`src/rtl/spi_master.sv`:
```
// Single-word SPI mode-0 master, MSB first; done arrives 1+SS_SETUP+2*DATA_WIDTH*CLK_DIV+SS_HOLD cycles after start.
// Start is honoured only while idle; requests made during a transfer are dropped.
module spi_master #(
   parameter int DATA_WIDTH = 8,
   parameter int CLK_DIV    = 4,
   parameter int SS_SETUP   = 2,
   parameter int SS_HOLD    = 2
) (
   input  logic                  clk_system,
   input  logic                  reset,
   input  logic                  start,
   input  logic [DATA_WIDTH-1:0] wr_data,
   input  logic                  miso,
   output logic                  sclk,
   output logic                  mosi,
   output logic                  slave_select_n,
   output logic [DATA_WIDTH-1:0] rd_data,
   output logic                  busy,
   output logic                  done
);

   localparam int CMAX = (CLK_DIV > SS_SETUP) ? ((CLK_DIV > SS_HOLD) ? CLK_DIV : SS_HOLD)
                                              : ((SS_SETUP > SS_HOLD) ? SS_SETUP : SS_HOLD);
   localparam int CW = $clog2(CMAX + 1);
   localparam int BW = $clog2(DATA_WIDTH);

   typedef enum logic [1:0] {IDLE, SETUP, XFER, HOLD} state_t;

   state_t                state_q, state_d;
   logic [CW-1:0]         cnt_q, cnt_d;
   logic [BW-1:0]         bit_q, bit_d;
   logic [DATA_WIDTH-1:0] tx_q, tx_d;
   logic [DATA_WIDTH-1:0] rx_q, rx_d;
   logic [DATA_WIDTH-1:0] rd_data_q, rd_data_d;
   logic                  sclk_q, sclk_d;
   logic                  mosi_q, mosi_d;
   logic                  ss_n_q, ss_n_d;
   logic                  busy_q, busy_d;
   logic                  done_q, done_d;

   always_ff @(posedge clk_system) begin
      if (reset) begin
         state_q   <= IDLE;
         cnt_q     <= '0;
         bit_q     <= '0;
         tx_q      <= '0;
         rx_q      <= '0;
         rd_data_q <= '0;
         sclk_q    <= 1'b0;
         mosi_q    <= 1'b0;
         ss_n_q    <= 1'b1;
         busy_q    <= 1'b0;
         done_q    <= 1'b0;
      end else begin
         state_q   <= state_d;
         cnt_q     <= cnt_d;
         bit_q     <= bit_d;
         tx_q      <= tx_d;
         rx_q      <= rx_d;
         rd_data_q <= rd_data_d;
         sclk_q    <= sclk_d;
         mosi_q    <= mosi_d;
         ss_n_q    <= ss_n_d;
         busy_q    <= busy_d;
         done_q    <= done_d;
      end
   end

   always_comb begin
      state_d   = state_q;
      cnt_d     = cnt_q;
      bit_d     = bit_q;
      tx_d      = tx_q;
      rx_d      = rx_q;
      rd_data_d = rd_data_q;
      sclk_d    = sclk_q;
      mosi_d    = mosi_q;
      ss_n_d    = ss_n_q;
      busy_d    = busy_q;
      done_d    = 1'b0;

      case (state_q)
         IDLE: begin
            if (start) begin
               state_d = SETUP;
               ss_n_d  = 1'b0;
               busy_d  = 1'b1;
               tx_d    = wr_data;
               mosi_d  = wr_data[DATA_WIDTH-1];
               cnt_d   = '0;
               bit_d   = '0;
            end
         end
         SETUP: begin
            if (cnt_q == CW'(SS_SETUP - 1)) begin
               state_d = XFER;
               cnt_d   = '0;
            end else begin
               cnt_d = cnt_q + CW'(1);
            end
         end
         XFER: begin
            if (cnt_q == CW'(CLK_DIV - 1)) begin
               cnt_d  = '0;
               sclk_d = ~sclk_q;
               if (!sclk_q) begin
                  rx_d = {rx_q[DATA_WIDTH-2:0], miso};
               end else if (bit_q == BW'(DATA_WIDTH - 1)) begin
                  mosi_d  = 1'b0;
                  state_d = HOLD;
               end else begin
                  // Rotate rather than shift so the register never carries dead bits.
                  mosi_d = tx_q[DATA_WIDTH-2];
                  tx_d   = {tx_q[DATA_WIDTH-2:0], tx_q[DATA_WIDTH-1]};
                  bit_d  = bit_q + BW'(1);
               end
            end else begin
               cnt_d = cnt_q + CW'(1);
            end
         end
         HOLD: begin
            if (cnt_q == CW'(SS_HOLD - 1)) begin
               state_d   = IDLE;
               cnt_d     = '0;
               ss_n_d    = 1'b1;
               busy_d    = 1'b0;
               done_d    = 1'b1;
               rd_data_d = rx_q;
            end else begin
               cnt_d = cnt_q + CW'(1);
            end
         end
         default: state_d = IDLE;
      endcase
   end

   assign sclk           = sclk_q;
   assign mosi           = mosi_q;
   assign slave_select_n = ss_n_q;
   assign rd_data        = rd_data_q;
   assign busy           = busy_q;
   assign done           = done_q;

endmodule
```
`config.mk`:
```
export PLATFORM = sky130hd
export DESIGN_NAME = spi_master
export DESIGN_NICKNAME = d
export VERILOG_FILES = /design/src/rtl/spi_master.sv
export SDC_FILE = /design/constraint.sdc
export NUM_CORES = 1
export LEC_CHECK = 0
export ABC_AREA = 0
export CAP_MARGIN = 20
export CORE_ASPECT_RATIO = 1.4
export CORE_MARGIN = 2
export CORE_UTILIZATION = 30
export CTS_BUF_LIST = sky130_fd_sc_hd__clkbuf_8
export DETAILED_ROUTE_END_ITERATION = 7
export GPL_TIMING_DRIVEN = 1
export PLACE_DENSITY_LB_ADDON = 0.25
export SLEW_MARGIN = 0
export SYNTH_ARGS = -nofsm -noshare
export SYNTH_HDL_FRONTEND = slang
export SYNTH_SLANG_ARGS = --single-unit
```
`constraint.sdc`:
```
create_clock -name clk_system -period 4.95 [get_ports clk_system]
set_clock_uncertainty 0.2 [all_clocks]
set_input_delay 0.99 -clock clk_system [delete_from_list [all_inputs] [get_ports clk_system]]
set_output_delay 0.99 -clock clk_system [all_outputs]
set_load 0.005 [all_outputs]
```
Word-level counts from Yosys, hierarchy flattened
Index checks and enable logic that the tools add are counted.
{"block": "word_totals", "ff_bits": 37, "inputBits": 12, "out_inout_bits": 13}
{"block": "op_classes", "n_addsub": 2, "n_eq_ne": 13, "n_mux": 32, "n_bitwise": 2, "reduce_logical": 12}
{"op": "$mux W8", "count": 4}
{"op": "$mux W3", "count": 6}
{"op": "$pmux W8 S2", "count": 1}
{"op": "$ne A2 B2 Y1 const B", "count": 7}
{"op": "$mux W2", "count": 6}
{"op": "$mux W1", "count": 9}
{"op": "$pmux W3 S3", "count": 1}
{"op": "$pmux W2 S4", "count": 1}
{"op": "$add A3 B1 Y3 const B", "count": 2}
{"op": "$pmux W1 S2", "count": 3}
{"op": "$pmux W3 S2", "count": 1}
{"op": "$reduce_and A3 Y1", "count": 2}
{"op": "$reduce_and A6 Y1", "count": 1}
{"op": "$reduce_and A5 Y1", "count": 1}
{"op": "$eq A2 B2 Y1 const B", "count": 2}
{"op": "$reduce_and A2 Y1", "count": 2}
{"op": "$reduce_and A4 Y1", "count": 1}
{"op": "$reduce_bool A2 Y1", "count": 2}
{"op": "$reduce_or A2 Y1", "count": 2}
{"op": "$eq A3 B1 Y1 const B", "count": 1}
{"op": "$eq A3 B2 Y1 const B", "count": 1}
{"op": "$eq A3 B3 Y1 const B", "count": 1}
{"op": "$eq A2 B1 Y1 const B", "count": 1}
{"op": "$logic_not A2 Y1", "count": 1}
{"op": "$not A1 Y1", "count": 2}

Depth between registers and ports, before layout
{"block": "depth", "ltp_word": 5, "ltp_mapped": 8, "depth_no_buf": 6}

Worst setup path after synthesis
No wires, ideal clock.
{"block": "synth_path", "path_kind": "input-to-reg", "startpoint": "input port start", "endpoint": "register tx_q[0]", "t_arrival_ps": 1886, "path_slack_ps": 2776, "path_stages": 5, "n_path_buf": 1, "path_cell_list": "and2b_1 -> a221oi_4 -> buf_6 -> a21oi_1 -> a311oi_2"}
{"block": "synth_via", "elab_chain_cells": 2}
{"item": "start, declared", "line": "11", "text": "input logic start,"}
{"item": "$ne A2 B2 Y1 (no line)"}
{"item": "$reduce_and A5 Y1 (no line)"}
{"item": "end signal, assigned", "line": "58", "text": "tx_q <= tx_d;"}
{"item": "end, declared", "line": "32", "text": "logic [DATA_WIDTH-1:0] tx_q, tx_d;"}
Every way passes these cells.
A chain may end at the register's enable or synchronous reset.

Worst setup path in the final report
{"block": "layout_path", "startpoint": "register state_q[0]", "endpoint": "register tx_q[7]"}
{"block": "layout_via", "elab_chain_cells": 3, "elab_cells_between_ends": 9, "cone_classes": "eq/ne (5); mux (1); reduce/logical (3)"}
{"item": "start, declared", "line": "29", "text": "state_t state_q, state_d;"}
{"item": "start signal, assigned", "line": "55", "text": "state_q <= state_d;"}
{"item": "$eq A2 B2 Y1 / $logic_not A2 Y1 (equally long branches)", "line": "82", "text": "case (state_q)"}
{"item": "$ne A2 B2 Y1 (no line) / $reduce_bool A2 Y1 (equally long branches)"}
{"item": "$reduce_and A5 Y1 (no line)"}
Parallel ways exist; a longest one is shown, timed or not.

==> results.sh <==
export IMPL_relSlewSlack=0.361
export IMPL_p_total_w=0.00108
export IMPL_dp_hpwl_mm=2.36
export IMPL_combPwrFrac=0.354
export IMPL_ys_top_cells_by_count="37 x dfxtp_1, 25 x a21oi_1, 16 x mux2i_1, 15 x nor2_1, 13 x nand2_1"
export IMPL_rsz0062_at_grt="false"
export IMPL_viasPerCell=4.92
export IMPL_clkTransAtPathRegs_ps=70
export IMPL_power_share_switching=0.332
export IMPL_p_int_w=0.000722
export IMPL_critPathKind="flip-flop to flip-flop"
export IMPL_numCtsBuffers=5
export IMPL_cts_setup_buffers=0
export IMPL_arrival_ps=3130
export IMPL_vdd_drop_max_mv=0.179
export IMPL_synth_most_common_cell="dfxtp_1"
export IMPL_grt_max_degree=39
export IMPL_power_switching_w=0.000359
export IMPL_final_cells=277
export IMPL_avgSynthCellArea_um2=9.59
export IMPL_cts_tree="done"
export IMPL_synth_top_area_cell="dfxtp_1"
export IMPL_fp_dieArea_um2=6580
export IMPL_numPortBuffers=24
export IMPL_end_kind="flip-flop"
export IMPL_clock_sinks=37
export IMPL_drc=0
export IMPL_pwr_share_clk=0.284
export IMPL_vias=1362
export IMPL_final_nets=230
export IMPL_reg2reg_depth=6
export IMPL_synth_seq_cells=37
export IMPL_setup_viol=0
export IMPL_required_ps=4950
export IMPL_grt_pass1_wl_mm=6.14
export IMPL_p_seq_frac=0.362
export IMPL_cts_resized_gates=0
export IMPL_ys_top_cells_by_area="dfxtp_1 42%, mux2i_1 9.0%, ha_1 8.4%, a21oi_1 7.0%, a311oi_2 5.9%"
export IMPL_dp_cells=269
export IMPL_holdCritPathClass="flip-flop to flip-flop"
export IMPL_root_buffer="clkbuf_8"
export IMPL_p_per_area_nw_per_um2=493
export IMPL_synth_fp_nets=210
export IMPL_drt_antenna_violating_nets=0
export IMPL_cp_max_fo=21
export IMPL_finalCritPeriodShare=0.632
export IMPL_pin_count=25
export IMPL_yosysSeqAreaShare=0.415
export IMPL_grtUsageTotal=0.115
export IMPL_clk_path_buf_depth=2
export IMPL_hold_buffers=0
export IMPL_drt_total_wl_mm=3.49
export IMPL_drtIter0Drc=79
export IMPL_drv_slew=0
export IMPL_row_count=33
export IMPL_n_antenna_cell=0
export IMPL_dr_pass1_iters=4
export IMPL_routabilityCongestion=0.716
export IMPL_status="finished, final reports clean"
export IMPL_synth_edff_count=0
export IMPL_fmax_ghz=0.320
export IMPL_ys_warn_count=0
export IMPL_ys_flop_type="dfxtp_1"
export IMPL_syn_to_final_growth_pct=23.0
export IMPL_drive_gt1_frac=0.0966
export IMPL_tightest_slew_ps=958
export IMPL_syn_instance_count=186
export IMPL_antenna_found_initial=0
export IMPL_critPathLaunchType="flip-flop"
export IMPL_yosysUniqueCellTypes=35
export IMPL_grt_pass1_vias=1304
export IMPL_die_w_um=69.2
export IMPL_dieHeight_um=95.2
export IMPL_synth_area_um2=1780
export IMPL_gr_total_overflow=0
export IMPL_p_leak_nw=0.751
export IMPL_synth_top_cell_area_share=0.415
export IMPL_hold_path_depth=2
export IMPL_drv_cap=0
export IMPL_finalCriticalPeriod_ps=3130
export IMPL_htree_levels=2
export IMPL_start_util=0.308
export IMPL_wl_per_cell_um=12.6
export IMPL_synth_async_reset_ratio=0
export IMPL_core_um2=5780
export IMPL_n_fill_cell=621
export IMPL_worstSkewPairLatency_ps=290
export IMPL_hold_viol=0
export IMPL_tns_ps=0
flip-flops by register name, indices dropped and copies added, names as in the netlist:
register,flops
rx_q,8
done,1
busy,1
bit_q,3
sclk,1
tx_q,8
cnt_q,3
mosi,1
rd_data,8
state_q,2
slave_select_n,1
cell usage in the layout, fill, tap and decap left out, types with 6 or more instances in the layout:
cell	netlist	layout
a21oi_1	25	25
a311oi_2	7	7
clkdlybuf4s50_1	0	24
dfxtp_1	37	37
ha_1	12	12
inv_1	6	6
mux2i_1	16	16
nand2_1	13	13
nand3_1	9	9
nor2_1	15	15
worst paths after layout:
| check | start | to | slack (ps) |
|---|---|---|---|
| hold / removal | rd_data[4]$_SDFFE_PP0P_ | rd_data[4]$_SDFFE_PP0P_ | 250 |
| hold reg to reg | rd_data[4]$_SDFFE_PP0P_ | rd_data[4]$_SDFFE_PP0P_ | 250 |
| setup / recovery | state_q[0]$_SDFFE_PP0P_ | tx_q[7]$_SDFFE_PP0P_ | 1820 |
| setup reg to reg | state_q[0]$_SDFFE_PP0P_ | tx_q[7]$_SDFFE_PP0P_ | 1820 |
final cells by class:
cell class,count,area [um2],area share
clock inverter,3,65.1,0.0297
tap,70,87.6,0.0399
clock buffer,5,68.8,0.0314
timing repair buffer,26,255,0.116
sequential,37,741,0.338
inverter,6,22.5,0.0103
multi-input combinational,130,953,0.435
logic make-up after synthesis:
family,after synthesis,synth area share
adders and majority gates,12,0.0842
muxes,16,0.0898
AOI/OAI and AO/OA,47,0.203
and+or+nand+nor,54,0.153
xor gates and xnor gates,1,0.00491
DFF,37,0.415
buffers and inverters,19,0.0498
power by group through the flow:
| stage | clock network [W] | registers, W | logic, W |
|---|---|---|---|
| 6_report | 0.000307 | 0.000391 | 0.000383 |
| 5_1_grt | 0.000328 | 0.000398 | 0.000433 |
| 2_1_floorplan | 0 | 0.000388 | 0.000333 |
| 3_5_place_dp | 0 | 0.000397 | 0.000387 |
| 4_1_cts | 0.000316 | 0.000391 | 0.000390 |
| 3_3_place_gp | 0 | 0.000398 | 0.000379 |
worst max-delay path: stages, from the launching register on:
cell	delay (ps)
dfxtp_1	340
inv_1	130
ha_1	730
nand3b_1	290
a221oi_4	870
a21oi_1	200
a311oi_2	270
stage by stage:
stage	cell area [um2]	hold WS, ps	utilization	setup slack (ps)
final	2190	254	0.379	1820
after global placement	2060	242	0.356	1700
after detailed placement	2060	246	0.356	1610
after floorplan	1780	253	-	2780
after global routing	2190	280	0.379	1520
after CTS	2190	257	0.379	1760
layer usage:
layer  global-route usage  up-vias  routed length [um]
li1                     -      702                   -
met1                0.145      631                1610
met2                0.188       24                1740
met3               0.0233        5                  95
met4               0.0539        0                  40
met5                    0        -                   0
Note: power is estimated with default switching activity, not from simulation.
